<file path="src/rtl/clusterv_wb_openram_pkg.sv">
`default_nettype none
// ============================================================================
// Module      : clusterv_wb_openram_pkg
// Description : Shared definitions for the Wishbone-to-OpenRAM target:
//               FSM state encoding and OpenRAM data/select widths.
// Revision    : 1.0 - initial release
// ============================================================================
package clusterv_wb_openram_pkg;

    localparam int OPENRAM_DAT_WIDTH = 32;
    localparam int OPENRAM_SEL_WIDTH = 4;

    typedef enum logic [1:0] {
        ST_IDLE  = 2'd0,
        ST_CMD   = 2'd1,
        ST_RDATA = 2'd2,
        ST_RESP  = 2'd3
    } wb_state_t;

endpackage : clusterv_wb_openram_pkg
`default_nettype wire

</file>
<file path="src/rtl/clusterv_wb_openram_rdbuf.sv">
`default_nettype none
// ============================================================================
// Module      : clusterv_wb_openram_rdbuf
// Description : One-entry last-read buffer (valid, word address, data).
//               Combinational hit compare against the lookup address, fill
//               on a completed SRAM read, invalidate on a write to the
//               buffered word.
// Ports       : clock, reset (async active-low)
//               lookup_addr -> hit / hit_data
//               fill_en, fill_addr, fill_data : load the entry
//               inv_en, inv_addr              : drop the entry if it matches
// Revision    : 1.0 - initial release
// ============================================================================
module clusterv_wb_openram_rdbuf
    import clusterv_wb_openram_pkg::*;
#(
    parameter int ADR_WIDTH = 8
) (
    input  logic                         clock,
    input  logic                         reset,
    input  logic [ADR_WIDTH-1:0]         lookup_addr,
    output logic                         hit,
    output logic [OPENRAM_DAT_WIDTH-1:0] hit_data,
    input  logic                         fill_en,
    input  logic [ADR_WIDTH-1:0]         fill_addr,
    input  logic [OPENRAM_DAT_WIDTH-1:0] fill_data,
    input  logic                         inv_en,
    input  logic [ADR_WIDTH-1:0]         inv_addr
);

    logic                         r_valid;
    logic [ADR_WIDTH-1:0]         r_addr;
    logic [OPENRAM_DAT_WIDTH-1:0] r_data;

    assign hit      = r_valid && (r_addr == lookup_addr);
    assign hit_data = r_data;

    // Fill and invalidate come from different FSM states, so they never
    // coincide; fill is given priority anyway for determinism.
    always_ff @(posedge clock or negedge reset) begin
        if (!reset) begin
            r_valid <= 1'b0;
            r_addr  <= '0;
            r_data  <= '0;
        end else if (fill_en) begin
            r_valid <= 1'b1;
            r_addr  <= fill_addr;
            r_data  <= fill_data;
        end else if (inv_en && (inv_addr == r_addr)) begin
            r_valid <= 1'b0;
        end
    end

endmodule : clusterv_wb_openram_rdbuf
`default_nettype wire

</file>
<file path="src/rtl/clusterv_wb_openram_target.sv">
`default_nettype none
// ============================================================================
// Module      : clusterv_wb_openram_target
// Description : Wishbone (tagged, classic single cycle) target serving one
//               interconnect slot from a sky130 OpenRAM 1RW port. Range-checks
//               the offset below BASE_MASK, converts reads/writes into one
//               OpenRAM command cycle and returns a one-cycle ack or err.
//               Latency from the request cycle N: err N+1, write N+2,
//               read N+3 (read-buffer hit N+1).
// Config      : CLUSTERV_WB_OPENRAM_RDBUF_EN - adds a one-entry last-read
//               buffer; undefined builds have no buffer.
// Ports       : clock, reset (async active-low)
//               WB  : t_adr, t_dat_w, t_dat_r, t_cyc, t_stb, t_we, t_sel,
//                     t_ack, t_err, t_tgd_w/t_tga/t_tgc (ignored), t_tgd_r (0)
//               RAM : i_csb, i_web (active-low), i_wmask, i_addr, i_din,
//                     i_dout (valid the cycle after the command cycle)
// Revision    : 1.0 - initial release
// ============================================================================
module clusterv_wb_openram_target
    import clusterv_wb_openram_pkg::*;
#(
    parameter int          ADR_WIDTH = 8,
    parameter logic [31:0] BASE_MASK = 32'hFFF00000
) (
    input  logic                         clock,
    input  logic                         reset,
    input  logic [31:0]                  t_adr,
    input  logic [OPENRAM_DAT_WIDTH-1:0] t_dat_w,
    output logic [OPENRAM_DAT_WIDTH-1:0] t_dat_r,
    input  logic                         t_cyc,
    input  logic                         t_stb,
    input  logic                         t_we,
    input  logic [OPENRAM_SEL_WIDTH-1:0] t_sel,
    output logic                         t_ack,
    output logic                         t_err,
    input  logic                         t_tgd_w,
    input  logic                         t_tga,
    input  logic [3:0]                   t_tgc,
    output logic                         t_tgd_r,
    output logic                         i_csb,
    output logic                         i_web,
    output logic [OPENRAM_SEL_WIDTH-1:0] i_wmask,
    output logic [ADR_WIDTH-1:0]         i_addr,
    output logic [OPENRAM_DAT_WIDTH-1:0] i_din,
    input  logic [OPENRAM_DAT_WIDTH-1:0] i_dout
);

    wb_state_t                    r_state;
    wb_state_t                    w_state_nxt;
    logic                         r_we;

    logic                         w_we_nxt;
    logic                         w_ack_nxt;
    logic                         w_err_nxt;
    logic [OPENRAM_DAT_WIDTH-1:0] w_dat_r_nxt;
    logic                         w_csb_nxt;
    logic                         w_web_nxt;
    logic [OPENRAM_SEL_WIDTH-1:0] w_wmask_nxt;
    logic [ADR_WIDTH-1:0]         w_addr_nxt;
    logic [OPENRAM_DAT_WIDTH-1:0] w_din_nxt;
    logic                         w_fill;
    logic                         w_inv;
    logic                         w_buf_hit;
    logic [OPENRAM_DAT_WIDTH-1:0] w_buf_data;

    // Bits under BASE_MASK were decoded upstream; anything left above the
    // word-address field falls outside this RAM's window.
    logic [31:0]                  w_offset;
    logic                         w_out_of_range;
    logic [ADR_WIDTH-1:0]         w_word;

    assign w_offset       = t_adr & ~BASE_MASK;
    assign w_out_of_range = |(w_offset >> (ADR_WIDTH + 2));
    assign w_word         = t_adr[ADR_WIDTH+1:2];
    assign t_tgd_r        = 1'b0;

    // Tags and the byte-offset bits carry no meaning for this target.
    logic w_unused_ok;
    assign w_unused_ok = ^{t_tgd_w, t_tga, t_tgc, t_adr[1:0]};

`ifdef CLUSTERV_WB_OPENRAM_RDBUF_EN
    clusterv_wb_openram_rdbuf #(
        .ADR_WIDTH (ADR_WIDTH)
    ) u_rdbuf (
        .clock       (clock),
        .reset       (reset),
        .lookup_addr (w_word),
        .hit         (w_buf_hit),
        .hit_data    (w_buf_data),
        .fill_en     (w_fill),
        .fill_addr   (i_addr),
        .fill_data   (i_dout),
        .inv_en      (w_inv),
        .inv_addr    (w_word)
    );
`else
    assign w_buf_hit  = 1'b0;
    assign w_buf_data = '0;
    logic w_unused_nobuf;
    assign w_unused_nobuf = ^{w_fill, w_inv};
`endif

    always_comb begin
        w_state_nxt = r_state;
        w_we_nxt    = r_we;
        w_ack_nxt   = 1'b0;
        w_err_nxt   = 1'b0;
        w_dat_r_nxt = t_dat_r;
        w_csb_nxt   = 1'b1;
        w_web_nxt   = 1'b1;
        w_wmask_nxt = '0;
        w_addr_nxt  = i_addr;
        w_din_nxt   = i_din;
        w_fill      = 1'b0;
        w_inv       = 1'b0;

        case (r_state)
            ST_IDLE: begin
                if (t_cyc && t_stb) begin
                    if (w_out_of_range) begin
                        w_err_nxt   = 1'b1;
                        w_state_nxt = ST_RESP;
                    end else if (!t_we && w_buf_hit) begin
                        w_ack_nxt   = 1'b1;
                        w_dat_r_nxt = w_buf_data;
                        w_state_nxt = ST_RESP;
                    end else begin
                        w_we_nxt    = t_we;
                        w_addr_nxt  = w_word;
                        w_din_nxt   = t_dat_w;
                        w_csb_nxt   = 1'b0;
                        w_web_nxt   = ~t_we;
                        w_wmask_nxt = t_we ? t_sel : '0;
                        w_inv       = t_we;
                        w_state_nxt = ST_CMD;
                    end
                end
            end
            // The SRAM samples the command at the end of this cycle, so a
            // dropped cycle cannot abort it; it only suppresses the response.
            ST_CMD: begin
                if (!t_cyc) begin
                    w_state_nxt = ST_IDLE;
                end else if (r_we) begin
                    w_ack_nxt   = 1'b1;
                    w_state_nxt = ST_RESP;
                end else begin
                    w_state_nxt = ST_RDATA;
                end
            end
            ST_RDATA: begin
                if (!t_cyc) begin
                    w_state_nxt = ST_IDLE;
                end else begin
                    w_dat_r_nxt = i_dout;
                    w_fill      = 1'b1;
                    w_ack_nxt   = 1'b1;
                    w_state_nxt = ST_RESP;
                end
            end
            ST_RESP: begin
                w_state_nxt = ST_IDLE;
            end
            default: begin
                w_state_nxt = ST_IDLE;
            end
        endcase
    end

    always_ff @(posedge clock or negedge reset) begin
        if (!reset) begin
            r_state <= ST_IDLE;
            r_we    <= 1'b0;
            t_ack   <= 1'b0;
            t_err   <= 1'b0;
            t_dat_r <= '0;
            i_csb   <= 1'b1;
            i_web   <= 1'b1;
            i_wmask <= '0;
            i_addr  <= '0;
            i_din   <= '0;
        end else begin
            r_state <= w_state_nxt;
            r_we    <= w_we_nxt;
            t_ack   <= w_ack_nxt;
            t_err   <= w_err_nxt;
            t_dat_r <= w_dat_r_nxt;
            i_csb   <= w_csb_nxt;
            i_web   <= w_web_nxt;
            i_wmask <= w_wmask_nxt;
            i_addr  <= w_addr_nxt;
            i_din   <= w_din_nxt;
        end
    end

endmodule : clusterv_wb_openram_target
`default_nettype wire

</file>
<file path="config.mk">
export PLATFORM = sky130hd
export DESIGN_NAME = clusterv_wb_openram_target
export DESIGN_NICKNAME = d
export VERILOG_FILES = /design/src/rtl/clusterv_wb_openram_pkg.sv /design/src/rtl/clusterv_wb_openram_rdbuf.sv /design/src/rtl/clusterv_wb_openram_target.sv
export SDC_FILE = /design/constraint.sdc
export NUM_CORES = 1
export LEC_CHECK = 0
export ABC_AREA = 0
export CAP_MARGIN = 20
export CORE_UTILIZATION = 30
export CTS_CLUSTER_SIZE = 40
export DETAILED_ROUTE_END_ITERATION = 12
export GPL_TIMING_DRIVEN = 0
export PLACE_DENSITY_LB_ADDON = 0.05
export SYNTH_ARGS = -nofsm -noshare
export SYNTH_HDL_FRONTEND = slang
export SYNTH_SLANG_ARGS = --single-unit
</file>
<file path="constraint.sdc">
create_clock -name clock -period 1.6 [get_ports clock]
set_input_delay 0.16 -clock clock [delete_from_list [all_inputs] [get_ports clock]]
set_output_delay 0.16 -clock clock [all_outputs]
set_load 0.02 [all_outputs]
</file>
## Word-level counts from Yosys, hierarchy flattened

Index checks and enable logic that the tools add are counted.

- Equality and inequality tests: 4
- Mux-type cells: 22
- Bitwise gates (word level): 2
- Reductions and logical operators: 5

Operators by type and width:

| kind | count |
|---|---|
| two-way mux 4 bit | 4 |
| two-way mux 1 bit | 12 |
| OR reduction 10 bit | 1 |
| two-way mux 2 bit | 4 |
| case mux 2 bit (4 select lines) | 1 |
| equality test 2 bit, second input constant | 2 |
| AND reduction 3 bit | 1 |
| equality test 2 x 1 -> 1 bit, second input constant | 1 |
| zero test 2 bit | 1 |
| != test 2 bit, second input constant | 1 |
| NOT 1 bit | 2 |
| case mux 1 bit (2 select lines) | 1 |
| AND reduction 2 bit | 1 |
| logical AND 1 bit | 1 |

- Register bits: 83
- Input bits: 111
- Output and inout port bits: 81
- Word-level logic and storage cells: 43

## Logic depth before layout (Yosys ltp)

- Depth in word-level cells: 4
- Gate-level depth with buffers: 6
- Gate-level depth less buffers: 5

## Least setup slack after synthesis

OpenSTA, ideal clock, no wires.

- Path kind: register -> register
- Start: register r_state[0]
- End: register i_addr[0]
- Setup time: 125 ps
- Arrival: 1,557 ps
- Required time: 1,475 ps
- Setup slack: -82 ps
- Cell stages (with the launch flop): 7
- Buffers on the path: 1
- Clock period less this slack: 1,682 ps
- Cell sequence: dfrtp_1 -> inv_1 -> ha_1 -> and3_1 -> nand4_2 -> buf_6 -> mux2_4

- Longest elaborated chain between the ends: 2

RTL lines:

| element | RTL line | RTL |
|---|---|---|
| from (decl) | clusterv_wb_openram_target.sv:48 | `wb_state_t r_state;` |
| from (signal assigned) | clusterv_wb_openram_target.sv:183 | `r_state <= w_state_nxt;` |
| zero test 2 bit | clusterv_wb_openram_target.sv:117 | `case (r_state)` |
| AND reduction 3 bit (no line) | -- |  |
| to (signal assigned) | clusterv_wb_openram_target.sv:191 | `i_addr <= w_addr_nxt;` |
| to (decl) | clusterv_wb_openram_target.sv:43 | `output logic [ADR_WIDTH-1:0] i_addr,` |

Every way passes these cells.
A chain may end at the register's enable or synchronous reset.

## Final worst setup path

- Start: register r_state[0]
- End: register i_din[16]

- Longest elaborated chain between the ends: 2

RTL lines:

| element | RTL line | RTL |
|---|---|---|
| zero test 2 bit | clusterv_wb_openram_target.sv:117 |  |
| AND reduction 3 bit (no line) | -- |  |
| to (signal assigned) | clusterv_wb_openram_target.sv:192 | `i_din <= w_din_nxt;` |
| to (decl) | clusterv_wb_openram_target.sv:44 | `output logic [OPENRAM_DAT_WIDTH-1:0] i_din,` |

Every way passes these cells.

==> flow_summary.json <==
{
  "grt_antenna_before_repair": 0,
  "max_freq_mhz": 588,
  "grt_pass1_wl_um": 12400,
  "fp.dieArea_um2": 11500,
  "vdd_drop_max_mv": 0.594,
  "leakage_nw": 2.62,
  "port_buffers": 170,
  "finalSetupViolCount": 56,
  "route.detailed.wl_per_inst_um": 14.7,
  "ios": 192,
  "grt_overflow": 0,
  "path_max_fanout": 10,
  "ys_ff_latch": 83,
  "track_usage_pct": 14.4,
  "start_util_pct": 30.8,
  "clockBufferDepth": 2,
  "dp_hpwl_um": 5730,
  "synth_area_um2": 3320,
  "final.period_utilization_pct": 106,
  "dr.pass1.iters": 5,
  "h-tree-depth": 3,
  "layout_setup_ws_ns": -0.101,
  "drive_gt1_share_pct": 30.1,
  "cp.arrival_ns": 1.94,
  "synth_area_leaders": "dfrtp_1 61%, mux2_4 18%, mux2_2 11%",
  "clkTransAtPathRegs_ns": 0.08,
  "place_inst": 506,
  "crit_path_start_kind": "flip-flop",
  "stdcell_count": 535,
  "drt_iter0_drc": 33,
  "yosysWarningCount": 0,
  "yosysMostFrequentCell": "dfrtp_1",
  "worstSetupEndpointType": "flip-flop",
  "final_antenna_net_count": 0,
  "synth_cell_types": 22,
  "fin_crit_ns": 1.70,
  "crit_buf_inv": 3,
  "critPathMaxStageDelay_ns": 0.40,
  "clock_skew_ns": 0.00725,
  "area_growth_syn_to_layout_pct": 70.8,
  "synth-seq-area-share_pct": 62.6,
  "grt_max_degree": 50,
  "cp_slowest_cell": "dfrtp_1",
  "async_flop_share_pct": 100,
  "cp_data_required_time_ns": 1.84,
  "netlist_instances": 195,
  "synth_commonest_cells": "81 x dfrtp_1, 40 x mux2_4, 33 x mux2_2",
  "numCtsBuffers": 9,
  "first_global_vias": 2430,
  "clock_tree.root_cell": "clkbuf_8",
  "finalWirelength_um": 7870,
  "worstHoldPathType": "primary input to async pin",
  "hold_viol": 0,
  "path_class": "flip-flop to flip-flop",
  "diodes": 0,
  "synth_edf_count": 0,
  "synth_flop_cell": "dfrtp_1",
  "cts_tree": "built",
  "via_per_inst": 4.37,
  "vias": 2337,
  "syn_area_per_cell_um2": 17.0,
  "die_w_um": 107,
  "synth_top_area_share_pct": 61.0,
  "nNetsFinal": 506,
  "outcome": "finished with violations",
  "crit_family": "buffers and inverters",
  "maxCapViolations": 0,
  "gp_congestion": 0.641,
  "clock_latency_ns": 0.35,
  "rsz0062_at_grt": "true",
  "std_cell_rows": 38,
  "yosysTopAreaCell": "dfrtp_1",
  "drc": 0,
  "p_total_w": 0.00696,
  "die_h_um": 107,
  "syn-num-nets": 309,
  "failed_checks": "negative setup slack",
  "core_um2": 10800,
  "worstPathCellList": "inv_2 -> ha_4 -> and3_4 -> nand4_4 -> buf_6 -> buf_12 -> mux2_4",
  "clock_sinks": 83,
  "finalMaxSlewViolations": 0,
  "power.density_nw_per_um2": 1230
}
==> worst reg2reg max path, cell delays in order, from the launching register on <==
cell and delay [ns]:
dfrtp_1 0.40, inv_2 0.09, ha_4 0.14, and3_4 0.19
nand4_4 0.14, buf_6 0.19, buf_12 0.15, mux2_4 0.30
==> metrics by stage <==
stage	instance area (um2)	utilization, %	hold WS [ns]	setup WS [ns]	setup TNS (ns)
2_1_floorplan	3340	-	-0.136	-0.0247	-0.938
3_3_place_gp	5220	48.3	0.486	-2.82	-260.13
3_5_place_dp	5240	48.6	0.153	-0.434	-30.42
4_1_cts	5650	52.3	0.318	-0.103	-4.07
5_1_grt	5670	52.5	0.337	-0.176	-8.74
6_report	5670	52.5	0.306	-0.101	-3.58
==> path summary, 6_finish.rpt <==
path / from / to / slack, ns / cells past startpoint
max in group asynchronous: reset / i_din[1] / 0.69 / 3
setup reg to reg: r_state[0] / i_din[16] / -0.10 / 7
hold reg to reg: i_addr[5] / i_addr[5] / 0.51 / 1
setup / recovery: r_state[0] / i_din[16] / -0.10 / 7
hold / removal: reset / t_dat_r[9] / 0.31 / 2
min in group clock: t_sel[0] / i_wmask[0] / 0.39 / 2
==> timing repair <==
action,4_1_cts,5_1_grt
cloned,2,1
hold buffers,1,0
resized for setup,27,1
endpoints found under the hold margin,32,0
buffers inserted,9,3
pin swaps,1,1
setup endpoints to repair,73,70
==> flip-flops by register name (all words and copies together), names as in the netlist <==
| name | flops |
|---|---|
| t_dat_r | 32 |
| i_csb | 1 |
| r_state | 2 |
| r_we | 1 |
| t_ack | 1 |
| i_din | 32 |
| i_wmask | 4 |
| i_web | 1 |
| i_addr | 8 |
| t_err | 1 |
==> per-layer routing <==
| metal | track usage [%] | part of all wire (%) | vias to the layer above |
|---|---|---|---|
| li1 | - | - | 1081 |
| met1 | 17.6 | 42 | 1147 |
| met3 | 6.63 | 10 | 6 |
| met5 | 0 | 0 | - |
| met2 | 22.0 | 47 | 103 |
| met4 | 5.38 | 0.89 | 0 |
==> logic make-up after synthesis <==
kind of cell,after synthesis,synth area share [%]
other,1,0.113
DFF,83,62.6
buffers and inverters,11,2.26
adders and majority gates,3,1.13
AOI/OAI and AO/OA,6,1.21
muxes,73,29.3
and+or+nand+nor,18,3.39
==> report_power, final <==
| group | switching [W] | total [W] | internal (W) |
|---|---|---|---|
| clock | 0.000698 | 0.00156 | 0.000862 |
| combinational | 0.00113 | 0.00265 | 0.00151 |
| sequential | 0.000208 | 0.00276 | 0.00255 |
==> placed cells by master (no fill, tap or decap), types with 2 or more instances in the layout <==
cell type / instances
inv_2: 2
buf_6: 5
clkbuf_1: 2
o21ai_0: 2
nor2_1: 3
ha_1: 2
clkdlybuf4s50_1: 167
nand2_1: 4
mux2_2: 33
and3_1: 4
buf_16: 2
dfrtp_1: 81
bufinv_16: 2
clkbuf_8: 9
nor4_2: 2
mux2_4: 40
buf_12: 4
dfstp_2: 2
dlygate4sd2_1: 2
buf_4: 11
==> cell type report <==
cell class              count  area (um2)
multi-input cells         101        1190
well taps                 140         175
inverters                   3        11.3
plain buffers               8         121
clock buffers              11         131
fillers                   975        5120
flip-flops and latches     83        2080
repair buffers            186        1890
clock inverters             3        65.1
Note: power is estimated with default switching activity, not from simulation.
